<file path="src/rtl/sopc_run_ctrl.sv">
// sopc_run_ctrl: run controller for the minimal SOPC.
// Stretches the board reset into a core reset of RST_HOLD cycles, counts run
// cycles, detects end of program by PC stagnation ("j ." self-loop) and flags
// a timeout after MAX_CYCLES run cycles (0 disables the timeout).
// Optional macro SOPC_RUN_PCCHG_EN adds pc_chg_cnt_o and first_pc_o.
module sopc_run_ctrl #(
    parameter int ADDR_W      = 32,
    parameter int CNT_W       = 32,
    parameter int RST_HOLD    = 4,
    parameter int HALT_CYCLES = 8,
    parameter int MAX_CYCLES  = 1000
) (
    input  logic              clk,
    input  logic              rst,
    input  logic [ADDR_W-1:0] pc_i,
    input  logic              restart_i,
    output logic              core_rst_o,
    output logic              running_o,
    output logic              done_o,
    output logic              halted_o,
    output logic              timeout_o,
    output logic [CNT_W-1:0]  cycle_cnt_o,
    output logic [ADDR_W-1:0] halt_pc_o
`ifdef SOPC_RUN_PCCHG_EN
    ,
    output logic [CNT_W-1:0]  pc_chg_cnt_o,
    output logic [ADDR_W-1:0] first_pc_o
`endif
);

    localparam int HOLD_W = $clog2(RST_HOLD + 1);
    localparam int SAME_W = $clog2(HALT_CYCLES + 1);
    localparam logic [HOLD_W-1:0] HOLD_LAST = HOLD_W'(RST_HOLD - 1);
    localparam logic [SAME_W-1:0] SAME_LAST = SAME_W'(HALT_CYCLES - 1);
    localparam logic [CNT_W-1:0]  MAX_CNT   = CNT_W'(MAX_CYCLES);

    typedef enum logic [1:0] {
        S_RESET   = 2'd0,
        S_RUN     = 2'd1,
        S_HALTED  = 2'd2,
        S_TIMEOUT = 2'd3
    } state_t;

    state_t              state_q, state_d;
    logic [HOLD_W-1:0]   hold_cnt_q, hold_cnt_d;
    logic [SAME_W-1:0]   same_cnt_q, same_cnt_d;
    logic                pc_valid_q, pc_valid_d;
    logic [ADDR_W-1:0]   prev_pc_q, prev_pc_d;
    logic [CNT_W-1:0]    cycle_cnt_q, cycle_cnt_d;
    logic [ADDR_W-1:0]   halt_pc_q, halt_pc_d;
    logic                core_rst_q, core_rst_d;
    logic                running_q, running_d;
    logic                done_q, done_d;
    logic                halted_q, halted_d;
    logic                timeout_q, timeout_d;
`ifdef SOPC_RUN_PCCHG_EN
    logic [CNT_W-1:0]    pc_chg_cnt_q, pc_chg_cnt_d;
    logic [ADDR_W-1:0]   first_pc_q, first_pc_d;
`endif

    logic [CNT_W-1:0]    cycle_inc;
    logic                pc_match;
    logic                halt_hit;
    logic                timeout_hit;

    // Saturating cycle increment and the halt/timeout conditions seen this edge
    always_comb begin
        cycle_inc   = (cycle_cnt_q == '1) ? cycle_cnt_q : cycle_cnt_q + 1'b1;
        pc_match    = pc_valid_q && (pc_i == prev_pc_q);
        halt_hit    = pc_match && (same_cnt_q == SAME_LAST);
        timeout_hit = (MAX_CYCLES != 0) && (cycle_inc == MAX_CNT);
    end

    // Next-state and registered-output logic; restart clears everything in any state
    always_comb begin
        state_d     = state_q;
        hold_cnt_d  = hold_cnt_q;
        same_cnt_d  = same_cnt_q;
        pc_valid_d  = pc_valid_q;
        prev_pc_d   = prev_pc_q;
        cycle_cnt_d = cycle_cnt_q;
        halt_pc_d   = halt_pc_q;
        core_rst_d  = core_rst_q;
        running_d   = running_q;
        done_d      = done_q;
        halted_d    = halted_q;
        timeout_d   = timeout_q;
`ifdef SOPC_RUN_PCCHG_EN
        pc_chg_cnt_d = pc_chg_cnt_q;
        first_pc_d   = first_pc_q;
`endif
        if (restart_i) begin
            state_d     = S_RESET;
            hold_cnt_d  = '0;
            same_cnt_d  = '0;
            pc_valid_d  = 1'b0;
            prev_pc_d   = '0;
            cycle_cnt_d = '0;
            halt_pc_d   = '0;
            core_rst_d  = 1'b1;
            running_d   = 1'b0;
            done_d      = 1'b0;
            halted_d    = 1'b0;
            timeout_d   = 1'b0;
`ifdef SOPC_RUN_PCCHG_EN
            pc_chg_cnt_d = '0;
            first_pc_d   = '0;
`endif
        end else begin
            case (state_q)
                S_RESET: begin
                    core_rst_d = 1'b1;
                    hold_cnt_d = hold_cnt_q + 1'b1;
                    if (hold_cnt_q == HOLD_LAST) begin
                        state_d    = S_RUN;
                        core_rst_d = 1'b0;
                        running_d  = 1'b1;
                    end
                end
                S_RUN: begin
                    cycle_cnt_d = cycle_inc;
                    prev_pc_d   = pc_i;
                    if (!pc_valid_q) begin
                        pc_valid_d = 1'b1;
`ifdef SOPC_RUN_PCCHG_EN
                        first_pc_d = pc_i;
`endif
                    end else if (pc_match) begin
                        same_cnt_d = same_cnt_q + 1'b1;
                    end else begin
                        same_cnt_d = '0;
`ifdef SOPC_RUN_PCCHG_EN
                        if (pc_chg_cnt_q != '1) begin
                            pc_chg_cnt_d = pc_chg_cnt_q + 1'b1;
                        end
`endif
                    end
                    if (halt_hit) begin
                        state_d   = S_HALTED;
                        running_d = 1'b0;
                        done_d    = 1'b1;
                        halted_d  = 1'b1;
                        halt_pc_d = pc_i;
                    end else if (timeout_hit) begin
                        state_d   = S_TIMEOUT;
                        running_d = 1'b0;
                        done_d    = 1'b1;
                        timeout_d = 1'b1;
                    end
                end
                default: begin
                end
            endcase
        end
    end

    // State and output registers with synchronous reset taking priority
    always_ff @(posedge clk) begin
        if (rst) begin
            state_q     <= S_RESET;
            hold_cnt_q  <= '0;
            same_cnt_q  <= '0;
            pc_valid_q  <= 1'b0;
            prev_pc_q   <= '0;
            cycle_cnt_q <= '0;
            halt_pc_q   <= '0;
            core_rst_q  <= 1'b1;
            running_q   <= 1'b0;
            done_q      <= 1'b0;
            halted_q    <= 1'b0;
            timeout_q   <= 1'b0;
`ifdef SOPC_RUN_PCCHG_EN
            pc_chg_cnt_q <= '0;
            first_pc_q   <= '0;
`endif
        end else begin
            state_q     <= state_d;
            hold_cnt_q  <= hold_cnt_d;
            same_cnt_q  <= same_cnt_d;
            pc_valid_q  <= pc_valid_d;
            prev_pc_q   <= prev_pc_d;
            cycle_cnt_q <= cycle_cnt_d;
            halt_pc_q   <= halt_pc_d;
            core_rst_q  <= core_rst_d;
            running_q   <= running_d;
            done_q      <= done_d;
            halted_q    <= halted_d;
            timeout_q   <= timeout_d;
`ifdef SOPC_RUN_PCCHG_EN
            pc_chg_cnt_q <= pc_chg_cnt_d;
            first_pc_q   <= first_pc_d;
`endif
        end
    end

    assign core_rst_o  = core_rst_q;
    assign running_o   = running_q;
    assign done_o      = done_q;
    assign halted_o    = halted_q;
    assign timeout_o   = timeout_q;
    assign cycle_cnt_o = cycle_cnt_q;
    assign halt_pc_o   = halt_pc_q;
`ifdef SOPC_RUN_PCCHG_EN
    assign pc_chg_cnt_o = pc_chg_cnt_q;
    assign first_pc_o   = first_pc_q;
`endif

endmodule

</file>
<file path="config.mk">
export PLATFORM = sky130hd
export DESIGN_NAME = sopc_run_ctrl
export DESIGN_NICKNAME = d
export VERILOG_FILES = /design/src/rtl/sopc_run_ctrl.sv
export SDC_FILE = /design/constraint.sdc
export NUM_CORES = 1
export LEC_CHECK = 0
export BUFFER_PORTS_ARGS = -buffer_cell sky130_fd_sc_hd__buf_2
export CAP_MARGIN = 20
export CORE_ASPECT_RATIO = 2
export CORE_UTILIZATION = 50
export CTS_CLUSTER_DIAMETER = 120
export DETAILED_ROUTE_END_ITERATION = 8
export PLACE_DENSITY_LB_ADDON = 0.08
export SYNTH_ARGS = -nofsm -noshare
export SYNTH_HDL_FRONTEND = slang
export SYNTH_SLANG_ARGS = --single-unit
</file>
<file path="constraint.sdc">
create_clock -name clk -period 2.9 [get_ports clk]
set_input_delay 0 -clock clk [delete_from_list [all_inputs] [get_ports clk]]
set_output_delay 0 -clock clk [all_outputs]
set_load 0.05 [all_outputs]
</file>
==> results of run 1 <==
[timing repair]
action,CTS,global route
hold endpoints to repair,65,0
setup endpoints to repair,4,4
resized for setup,5,5
hold buffers,34,0
pin swaps,6,10
buffers inserted,1,0
[cells in the mapped netlist, types with 3 or more instances]
cell	n	share of area (%)
nand4_1	14	1.6
a21oi_1	80	7.5
and2_1	3	0.35
nand2_1	160	11
a31oi_1	4	0.47
and4_1	4	0.66
mux2i_1	4	0.75
nor3_1	16	1.5
a211oi_1	3	0.42
dfxtp_1	111	42
nor2_1	59	4.2
clkbuf_1	37	2.6
and3_1	5	0.59
xor2_1	50	8.2
nor4_1	16	1.9
or4_1	4	0.57
nand2b_1	5	0.59
inv_1	4	0.28
or3_1	7	0.82
o21ai_0	14	1.3
ha_1	4	0.94
buf_1	4	0.28
xnor2_1	23	3.8
buf_2	6	0.57
or2_2	6	0.71
nand3_1	25	2.4
[per-layer routing]
layer / part of all wire (%) / routed length [um]
met4: 5.3 / 894
met5: 0 / 0
met2: 58 / 9640
met1: 34 / 5670
met3: 3.1 / 514
[worst paths after layout]
check                                    from                         to  slack, ns  cells after the start
hold reg to reg     halt_pc_o[4]$_SDFFE_PP0P_  halt_pc_o[4]$_SDFFE_PP0P_       0.45                      2
setup reg to reg  cycle_cnt_o[0]$_SDFFE_PP0P_        done_o$_SDFFE_PP0P_      -0.01                     10
hold / removal      halt_pc_o[4]$_SDFFE_PP0P_  halt_pc_o[4]$_SDFFE_PP0P_       0.45                      2
setup / recovery  cycle_cnt_o[0]$_SDFFE_PP0P_        done_o$_SDFFE_PP0P_      -0.01                     10
[kinds of logic after synthesis]
group,after synthesis,synth area share (%)
AO/OA/AOI/OAI,113,11.8
XOR/XNOR,73,12.0
adder cells (fa/ha/maj),4,0.942
buffers and inverters,51,3.74
flip-flops,111,41.8
multiplexers,5,0.966
AND/OR/NAND/NOR,332,28.7
[area by class of cell]
type,instances,area (sq um)
Fill cell,837,3120
Multi-Input combinational cell,527,2970
Sequential cell,111,2270
Timing Repair Buffer,204,1380
Clock buffer,10,239
Tap cell,135,169
Clock inverter,6,61.3
Inverter,4,15.0
[stage by stage]
step                cell area [sq um]  setup WS, ns  power, uW
floorplan                        5390        -0.260       1600
global placement                 6390       -0.0528       1650
detailed placement               6390       -0.0920       1660
CTS                              7070       -0.0442       2910
global route                     7090        -0.124       2970
finish                           7090       -0.0145       2890
[power by group through the flow]
stage	registers [uW]	clock network (uW)	logic [uW]
floorplan	1560	0	44.1
global placement	1560	0	98.8
detailed placement	1560	0	101
CTS	1520	1250	137
global route	1520	1300	149
finish	1520	1230	139
[registers in the layout, indices dropped and copies added (netlist names)]
name         count
pc_valid_q       1
halt_pc_o       32
core_rst_o       1
state_q          2
hold_cnt_q       3
prev_pc_q       32
done_o           1
timeout_o        1
same_cnt_q       4
halted_o         1
running_o        1
cycle_cnt_o     32
[worst reg2reg max path: stages, from the launching register on]
cell       delay, ns
dfxtp_4         0.36
ha_4            0.15
nand3_4         0.07
or4_4           0.51
or4b_4          0.50
and2_4          0.16
or3_4           0.34
a2111oi_4       0.29
nand4_1         0.17
buf_4           0.19
a21oi_2         0.12
==> impl_metrics.yaml, run 1 <==
route:
  wirelength_um: 16700
  routedWlPerCell_um: 16.8
  route.detailed.drc: 0
  vias: 5488
  dr.pass1.iters: 4
  post_dr_vias_cell: 5.50
  ant_nets: 0
  drt_iter0_drc: 261
setup_path:
  worst_setup_ep_type: "flip-flop"
  worst_setup_path_start_kind: "flip-flop"
  critPathBufInv: 1
  worstPathArrival_ns: 3.19
  crit_path_max_delay_family: "simple AND/OR/NAND/NOR gates"
  cp_slowest_cell: "or4_4"
  crit_path_cell_trace: "ha_4 -> nand3_4 -> or4_4 -> or4b_4 -> and2_4 -> or3_4 -> a2111oi_4 -> nand4_1 -> buf_4 -> a21oi_2"
  worst_path_largest_cell_delay_ns: 0.51
  critPathRequiredTime_ns: 3.18
  timing_worst_setup_path_type: "flip-flop to flip-flop"
  worst-path-max-fanout: 3
global_route:
  grtUsageTotal_pct: 31.7
  grt_first_pass_wirelength_um: 26300
  grtUsageMet3_pct: 3.82
  grt_max_degree: 58
  grt_pass1_vias: 5437
  grt_antenna_before_repair: 0
  globalRouteOverflowTotal: 0
  grt-busiest-layer: "met2"
  grt_use_met2_pct: 60.9
  grt_util_met1_pct: 29.7
logic_synthesis:
  yosys.cell_types.count: 47
  seq_area_frac_synth_pct: 41.8
  netlist_area_sq_um: 5310
  postSynthAreaPerCell_sq_um: 7.71
  mappedNetlistNets: 728
  synth-warning-count: 0
  synth-edff-count: 0
  syn-instance-count: 689
  most_common_flop_cell_mapped_by_yosys: "dfxtp_1"
  share_of_flip_flops_with_an_asynchronous_set_or_reset_after_synthesis_pct: 0
  synth_seq_cells: 111
clock_tree:
  cts.reportedPaths.clkPinSlew_ns: 0.08
  numCtsBuffers: 9
  cts_num_sinks: 111
  ctsRootBufferMaster: "clkbuf_16"
  ctsLongestPathBuffers: 2
  cts-htree-levels: 3
  clk-insertion-delay-late_ns: 0.35
  cts_tree: "built"
power:
  power_per_cell_area_nw_per_um2: 407
  net_switching_component_of_the_power_uw: 674
  max_vdd_drop_mv: 0.475
  pwr-share-comb_pct: 4.8
  share_seq_of_total_power_pct: 52.7
  clock_power_share_pct: 42.5
  sw_frac_of_total_pct: 23.3
  internal_power_uw: 2210
  p_leak_uw: 0.00274
status:
  outcome: "finished with violations"
  violated_checks: "negative setup slack"
job:
  max_cap_violations: 0
final_layout:
  drive_gt1_share_pct: 26.6
  utilization_after_layout_pct: 69.4
  layout.cells.non_filler: 997
  number_of_inserted_diodes: 0
  fin_nets: 896
  mostFrequentLayoutCells: "nand2_1 (160), buf_2 (103), dfxtp_1 (90)"
  layout.cells.most_common: "nand2_1"
  area_delta_synth_final_pct: 33.5
timing:
  hold_violations: 0
  timing.setup.tns_ns: -0.0161
  holdWs_ns: 0.454
  timing.slew.headroom_pct: 57.0
  timing.final.max_slew_violations: 0
  min_period_over_period_pct: 101
  rsz_0062_raised_after_global_routing: "true"
  max_freq_mhz: 343
  setup_slack_ns: -0.0145
  finalSetupViolations: 2
  final.setup_skew_ns: 0.0106
  final.min_clock_period_ns: 2.91
  worst_pin_slew_ns: 0.645
floorplanning:
  die_y_um: 148
  die_width_um: 74.9
  fp.coreArea_sq_um: 10200
  io-pin-count: 104
  fp.dieArea_sq_um: 11100
  rows: 52
  effective_utilization_at_floorplan_pct: 52.0
place:
  dp.cells: 946
  port_buffers: 103
  globalplace.congestion: 0.914
  dp.final_hpwl_um: 12600
hold_path:
  holdCritPathClass: "flip-flop to flip-flop"
Power figures use the tool's default switching activity.
==> inputs of run 2 (changes only) <==
--- a/config.mk
+++ b/config.mk
@@ -11,7 +11,7 @@
 export CORE_UTILIZATION = 50
 export CTS_CLUSTER_DIAMETER = 120
 export DETAILED_ROUTE_END_ITERATION = 8
-export PLACE_DENSITY_LB_ADDON = 0.08
+export PLACE_DENSITY_LB_ADDON = 0.2
 export SYNTH_ARGS = -nofsm -noshare
 export SYNTH_HDL_FRONTEND = slang
 export SYNTH_SLANG_ARGS = --single-unit
==> impl_metrics.yaml, run 2 (synthesized netlist as in run 1, its figures left out) <==
final_layout:
  number_of_inserted_diodes: 0
  mostFrequentLayoutCells: "nand2_1 (160), buf_2 (103), dfxtp_1 (90)"
  layout.area.seq_sq_um: 2270
  final_cell_area_sq_um: 7110
  multi_input_area_sq_um: 2940
  layout.cells.most_common: "nand2_1"
  fillCellCount: 850
  area_delta_synth_final_pct: 33.8
  fin_nets: 897
  utilization_after_layout_pct: 69.6
  drive_gt1_share_pct: 26.1
clock_tree:
  numCtsBuffers: 9
  cts.reportedPaths.clkPinSlew_ns: 0.08
  clk-insertion-delay-late_ns: 0.36
  cts_tree: "built"
  ctsRootBufferMaster: "clkbuf_16"
  ctsLongestPathBuffers: 2
  cts_num_sinks: 111
  cts-htree-levels: 3
setup_path:
  crit_path_cell_trace: "ha_4 -> nand3_2 -> or4_4 -> or4b_4 -> and2_4 -> or3_4 -> a2111oi_4 -> nand4_1 -> buf_4 -> a21oi_1"
  worst_setup_ep_type: "flip-flop"
  worst_path_largest_cell_delay_ns: 0.50
  worst-path-max-fanout: 3
  timing_worst_setup_path_type: "flip-flop to flip-flop"
  critPathBufInv: 1
  critPathRequiredTime_ns: 3.18
  worst-r2r-cell-count: 10
  worstReg2RegStart: "cycle_cnt_o[1]$_SDFFE_PP0P_"
  crit_path_max_delay_family: "simple AND/OR/NAND/NOR gates"
  rrSetupSlack_ns: -0.01
  worstPathArrival_ns: 3.19
  setup.worst_path.start: "cycle_cnt_o[1]$_SDFFE_PP0P_"
  worst_setup_path_start_kind: "flip-flop"
  cp_slowest_cell: "or4b_4"
  reg2reg_to: "state_q[1]$_SDFFE_PP0P_"
timing:
  max_freq_mhz: 344
  setup_slack_ns: -0.0104
  min_period_over_period_pct: 100
  hold_violations: 0
  worst_pin_slew_ns: 0.879
  finalSetupViolations: 2
  timing.slew.headroom_pct: 40.9
  rsz_0062_raised_after_global_routing: "true"
  timing.final.max_slew_violations: 0
  final.setup_skew_ns: 0.0153
  holdWs_ns: 0.0212
  final.min_clock_period_ns: 2.91
hold_path:
  whs_endpoint: "timeout_o$_SDFFE_PP0P_"
  timing.hold.worst_path_depth: 4
  holdCritPathClass: "input port to flip-flop"
  hold_start: "restart_i"
status:
  violated_checks: "negative setup slack"
  outcome: "finished with violations"
floorplanning:
  rows: 52
  die_width_um: 74.9
  fp.coreArea_sq_um: 10200
  effective_utilization_at_floorplan_pct: 52.0
  die_y_um: 148
  fp.dieArea_sq_um: 11100
  io-pin-count: 104
place:
  globalplace.congestion: 0.908
  port_buffers: 103
  dp.final_hpwl_um: 12400
  place_area_sq_um: 6410
global_route:
  globalRouteOverflowTotal: 0
  grt_antenna_before_repair: 0
  grt_pass1_vias: 5644
  grt_max_degree: 72
  grtUsageTotal_pct: 32.7
  grt_first_pass_wirelength_um: 27200
route:
  routedWlPerCell_um: 17.3
  post_dr_vias_cell: 5.54
  ant_nets: 0
  drt_iter0_drc: 270
  vias: 5526
  dr.pass1.iters: 5
  wirelength_um: 17200
  route.detailed.drc: 0
power:
  share_seq_of_total_power_pct: 50.6
  clock_power_share_pct: 44.7
  max_vdd_drop_mv: 0.550
  pwr-share-comb_pct: 4.6
  internal_power_uw: 2300
  net_switching_component_of_the_power_uw: 699
  p_leak_uw: 0.00276
  power_per_cell_area_nw_per_um2: 422
  sw_frac_of_total_pct: 23.3
job:
  max_cap_violations: 0
-- run 2: worst reg2reg max path, delay by kind of cell, from the launching register on --
kind,cells,cell delay (ns)
AND/OR/NAND/NOR,6,1.74
flip-flops,1,0.37
adder cells (fa/ha/maj),1,0.14
AO/OA/AOI/OAI,2,0.41
buffers and inverters,1,0.19
-- run 2: how the worst max path moves through the flow --
stage	cells past startpoint	slack, ns	end
final	10	-0.01	state_q[1]$_SDFFE_PP0P_
after global routing	9	-0.1	state_q[1]$_SDFFE_PP0P_
after CTS	9	-0.10	done_o$_SDFFE_PP0P_
after detailed placement	9	-0.20	running_o$_SDFFE_PP0P_
after global placement	9	-0.12	running_o$_SDFFE_PP0P_
after floorplan	10	-0.26	running_o$_SDFFE_PP0P_
-- run 2: cell type report --
class,count,share of cell area [%]
tap,135,2.38
timing repair buffer,205,19.6
multi-input combinational,527,41.4
clock buffer,10,3.36
clock inverter,6,1.21
inverter,4,0.211
sequential,111,31.9
-- run 2: per-layer routing --
layer	part of all wire (%)	global-route usage, %	routed length, um	up-vias
met3	3.9	4.98	671	57
met2	56	61.4	9730	176
met1	34	30.9	5900	2625
met4	5.4	21.0	937	0
li1	-	-	-	2668
met5	0	0	0	-
-- run 2: power groups by stage --
| stage | combinational (uW) | clock [uW] | sequential [uW] |
|---|---|---|---|
| finish | 139 | 1340 | 1520 |
| global route | 149 | 1400 | 1520 |
| CTS | 137 | 1350 | 1520 |
| detailed placement | 101 | 0 | 1560 |
| global placement | 98.7 | 0 | 1560 |
| floorplan | 44.1 | 0 | 1560 |
-- run 2: repair_timing --
action                                  CTS  global route
pin swaps                                 4             2
endpoints found under the setup margin    4             4
setup buffers                             1             0
hold buffers                             34             0
gates resized for setup                   1             2
hold endpoints to repair                 65             0
-- run 2: metrics by stage --
| step | total power [uW] | setup WS (ns) | instances | TNS, ns |
|---|---|---|---|---|
| 2_1_floorplan | 1600 | -0.260 | 689 | -0.587 |
| 3_3_place_gp | 1650 | -0.121 | 947 | -0.121 |
| 3_5_place_dp | 1660 | -0.200 | 947 | -0.365 |
| 4_1_cts | 3010 | -0.102 | 998 | -0.368 |
| 5_1_grt | 3070 | -0.0990 | 998 | -0.333 |
| 6_report | 3000 | -0.0104 | 998 | -0.0188 |
==> inputs of run 3 (changes only) <==
--- a/config.mk
+++ b/config.mk
@@ -5,10 +5,11 @@
 export SDC_FILE = /design/constraint.sdc
 export NUM_CORES = 1
 export LEC_CHECK = 0
+export ABC_AREA = 1
 export BUFFER_PORTS_ARGS = -buffer_cell sky130_fd_sc_hd__buf_2
 export CAP_MARGIN = 20
 export CORE_ASPECT_RATIO = 2
-export CORE_UTILIZATION = 50
+export CORE_UTILIZATION = 51
 export CTS_CLUSTER_DIAMETER = 120
 export DETAILED_ROUTE_END_ITERATION = 8
 export PLACE_DENSITY_LB_ADDON = 0.2
==> impl_metrics.yaml, run 3 <==
timing:
  max_freq_mhz: 383
  final.setup_skew_ns: 0.00812
  worst_pin_slew_ns: 1.01
  timing.final.max_slew_violations: 0
  hold_violations: 0
  finalSetupViolations: 0
  timing.setup.tns_ns: 0
  setup_slack_ns: 0.287
  min_period_over_period_pct: 90.1
  timing.slew.headroom_pct: 32.5
  final.min_clock_period_ns: 2.61
  rsz_0062_raised_after_global_routing: "false"
global_route:
  grt_antenna_before_repair: 0
  grt_max_degree: 68
  grtUsageTotal_pct: 28.7
  globalRouteOverflowTotal: 0
  grt_pass1_vias: 5584
  grt_first_pass_wirelength_um: 25800
setup_path:
  worstPathArrival_ns: 2.80
  worst_path_largest_cell_delay_ns: 0.51
  crit_path_max_delay_family: "simple AND/OR/NAND/NOR gates"
  crit_path_cell_trace: "ha_1 -> nand3_2 -> inv_2 -> nand2_4 -> nor2_4 -> nand2_4 -> nand2_1 -> nand2_1 -> nor2_1 -> nand3_1 -> nor2_2 -> nand2_1 -> nand3_1 -> a21oi_1"
  worst_setup_path_start_kind: "flip-flop"
  worst_setup_ep_type: "flip-flop"
  critPathRequiredTime_ns: 3.09
  worst-r2r-cell-count: 14
  cp_slowest_cell: "dfxtp_1"
  cp.depth: 14
  critPathBufInv: 1
  critPathMostFrequentCell: "nand2_1"
  worst-path-max-fanout: 27
  timing_worst_setup_path_type: "flip-flop to flip-flop"
power:
  max_vdd_drop_mv: 0.442
  p_leak_uw: 0.00321
  finalPower_uw: 2870
  power_per_cell_area_nw_per_um2: 416
logic_synthesis:
  yosys.cell_types.count: 37
  ys_top_cells_by_count: "nand2_1 (167), nor2_1 (148), dfxtp_1 (111), inv_1 (109), o21ai_0 (64)"
  synth-warning-count: 0
  yosys.cell_count.top_type: "nand2_1"
  synth_compound_area_share_pct: 13.0
  synthesized_area_fraction_occupied_by_xor_and_xnor_cells_pct: 3.70
  seq_area_frac_synth_pct: 39.1
  synth.area.top_cells: "dfxtp_1 (39%), nand2_1 (11%), nor2_1 (9.8%)"
  netlist_area_sq_um: 5680
  mappedNetlistNets: 883
  yosys.area_share.simple_pct: 33.3
  syn-instance-count: 844
  synth_top_area_share_pct: 39.1
  synth_largest_area_cell: "dfxtp_1"
  share_of_flip_flops_with_an_asynchronous_set_or_reset_after_synthesis_pct: 0
  synth_seq_cells: 111
  postSynthAreaPerCell_sq_um: 6.73
  synth_top_family_by_area: "simple AND/OR/NAND/NOR gates"
  post_synth_mux_area_share_pct: 0
  most_common_flop_cell_mapped_by_yosys: "dfxtp_1"
  synth-edff-count: 0
  synth_adder_area_share_pct: 0.881
place:
  globalplace.congestion: 0.988
  dp.cells: 1059
  dp.final_hpwl_um: 11500
  dp_worst_setup_slack_ns: 0.323
  port_buffers: 103
floorplanning:
  die_y_um: 151
  rows: 54
  die_width_um: 76.6
  fp.coreArea_sq_um: 10900
  io-pin-count: 104
  effective_utilization_at_floorplan_pct: 52.2
  fp.dieArea_sq_um: 11600
clock_tree:
  clk-insertion-delay-late_ns: 0.35
  cts_tree: "built"
  cts_num_sinks: 111
  ctsLongestPathBuffers: 2
  cts.reportedPaths.clkPinSlew_ns: 0.08
  numCtsBuffers: 9
  cts-htree-levels: 3
  ctsRootBufferMaster: "clkbuf_16"
final_layout:
  area_delta_synth_final_pct: 21.4
  layout.area.seq_sq_um: 2220
  layout.cells.non_filler: 1107
  drive_gt1_share_pct: 15.2
  layout.cells.most_common: "nand2_1"
  utilization_after_layout_pct: 63.4
  mostFrequentLayoutCells: "nand2_1 (167), nor2_1 (146), dfxtp_1 (111)"
  fin_nets: 1001
  fillCellCount: 1053
  number_of_inserted_diodes: 0
  multi_input_area_sq_um: 2910
route:
  routed.top_layer: "met4"
  met3WireLength_um: 525
  routed-wl-met2_um: 9050
  route.detailed.drc: 0
  routedWlPerCell_um: 14.6
  vias: 5783
  drt_iter0_drc: 283
  m1WireLength_um: 5840
  wirelength_um: 16100
  ant_nets: 0
  dr.pass1.iters: 5
  post_dr_vias_cell: 5.22
status:
  outcome: "complete, no violations"
job:
  max_cap_violations: 0
hold_path:
  timing.hold.worst_path_depth: 4
  holdCritPathClass: "input port to flip-flop"
-- run 3: cell count changes in the layout (fill, tap and decap cells not counted), sizes merged, moves of 13 or more --
cell	change
buf	-62
inv	+108
a21oi	-34
o21ai	+53
nor2	+98
xor2	-36
nor3b	+31
nor4	-13
xnor2	-13
-- run 3: routing by layer --
metal  up-vias  GRT usage, %
met5         -             0
met3        40          3.07
li1       2925             -
met2       168          57.6
met1      2650          27.4
met4         0          17.2
-- run 3: cells by family after synthesis --
group / Yosys count
simple gates: 422
fa+ha+maj: 4
compound gates: 136
flops: 111
xor+xnor: 24
buf+inv: 147
-- run 3: final cells by class --
class	instances	share of cell area [%]
clock inverters	6	0.762
clock buffers	10	3.32
well taps	140	2.54
flip-flops and latches	111	32.2
inverters	113	6.20
multi-input cells	586	42.2
repair buffers	141	12.8
-- run 3: final timing paths --
check | slack (ns) | start | endpoint
worst max register to register | 0.29 | cycle_cnt_o[0]$_SDFFE_PP0P_ | running_o$_SDFFE_PP0P_
worst max-delay path | 0.29 | cycle_cnt_o[0]$_SDFFE_PP0P_ | running_o$_SDFFE_PP0P_
worst min-delay path | 0.28 | restart_i | core_rst_o$_SDFFE_PP1N_
worst min register to register | 0.45 | halted_o$_SDFFE_PP0P_ | halted_o$_SDFFE_PP0P_
-- run 3: power breakdown --
part           switching, uW  internal (uW)
Sequential              2.89           1530
Combinational           85.6           66.5
Clock                    591            598
Total                    680           2190
-- run 3: worst min-delay path: stages --
cell,delay (ns)
buf_2,0.11
nor2_4,0.04
buf_4,0.30
nand2_1,0.13
-- run 3: what timing repair did --
item                                    4_1_cts  5_1_grt
endpoints found under the setup margin        0        2
gates resized for setup                       0        1
setup buffers                                 0        0
hold buffers                                 32        0
hold endpoints to repair                     56        0
-- run 3: metrics by stage --
step | hold slack (ns) | cell area [sq um]
after CTS | 0.247 | 6900
after detailed placement | 0.276 | 6290
final | 0.276 | 6900
after floorplan | 0.135 | 5680
after global routing | 0.288 | 6900
after global placement | 0.272 | 6290
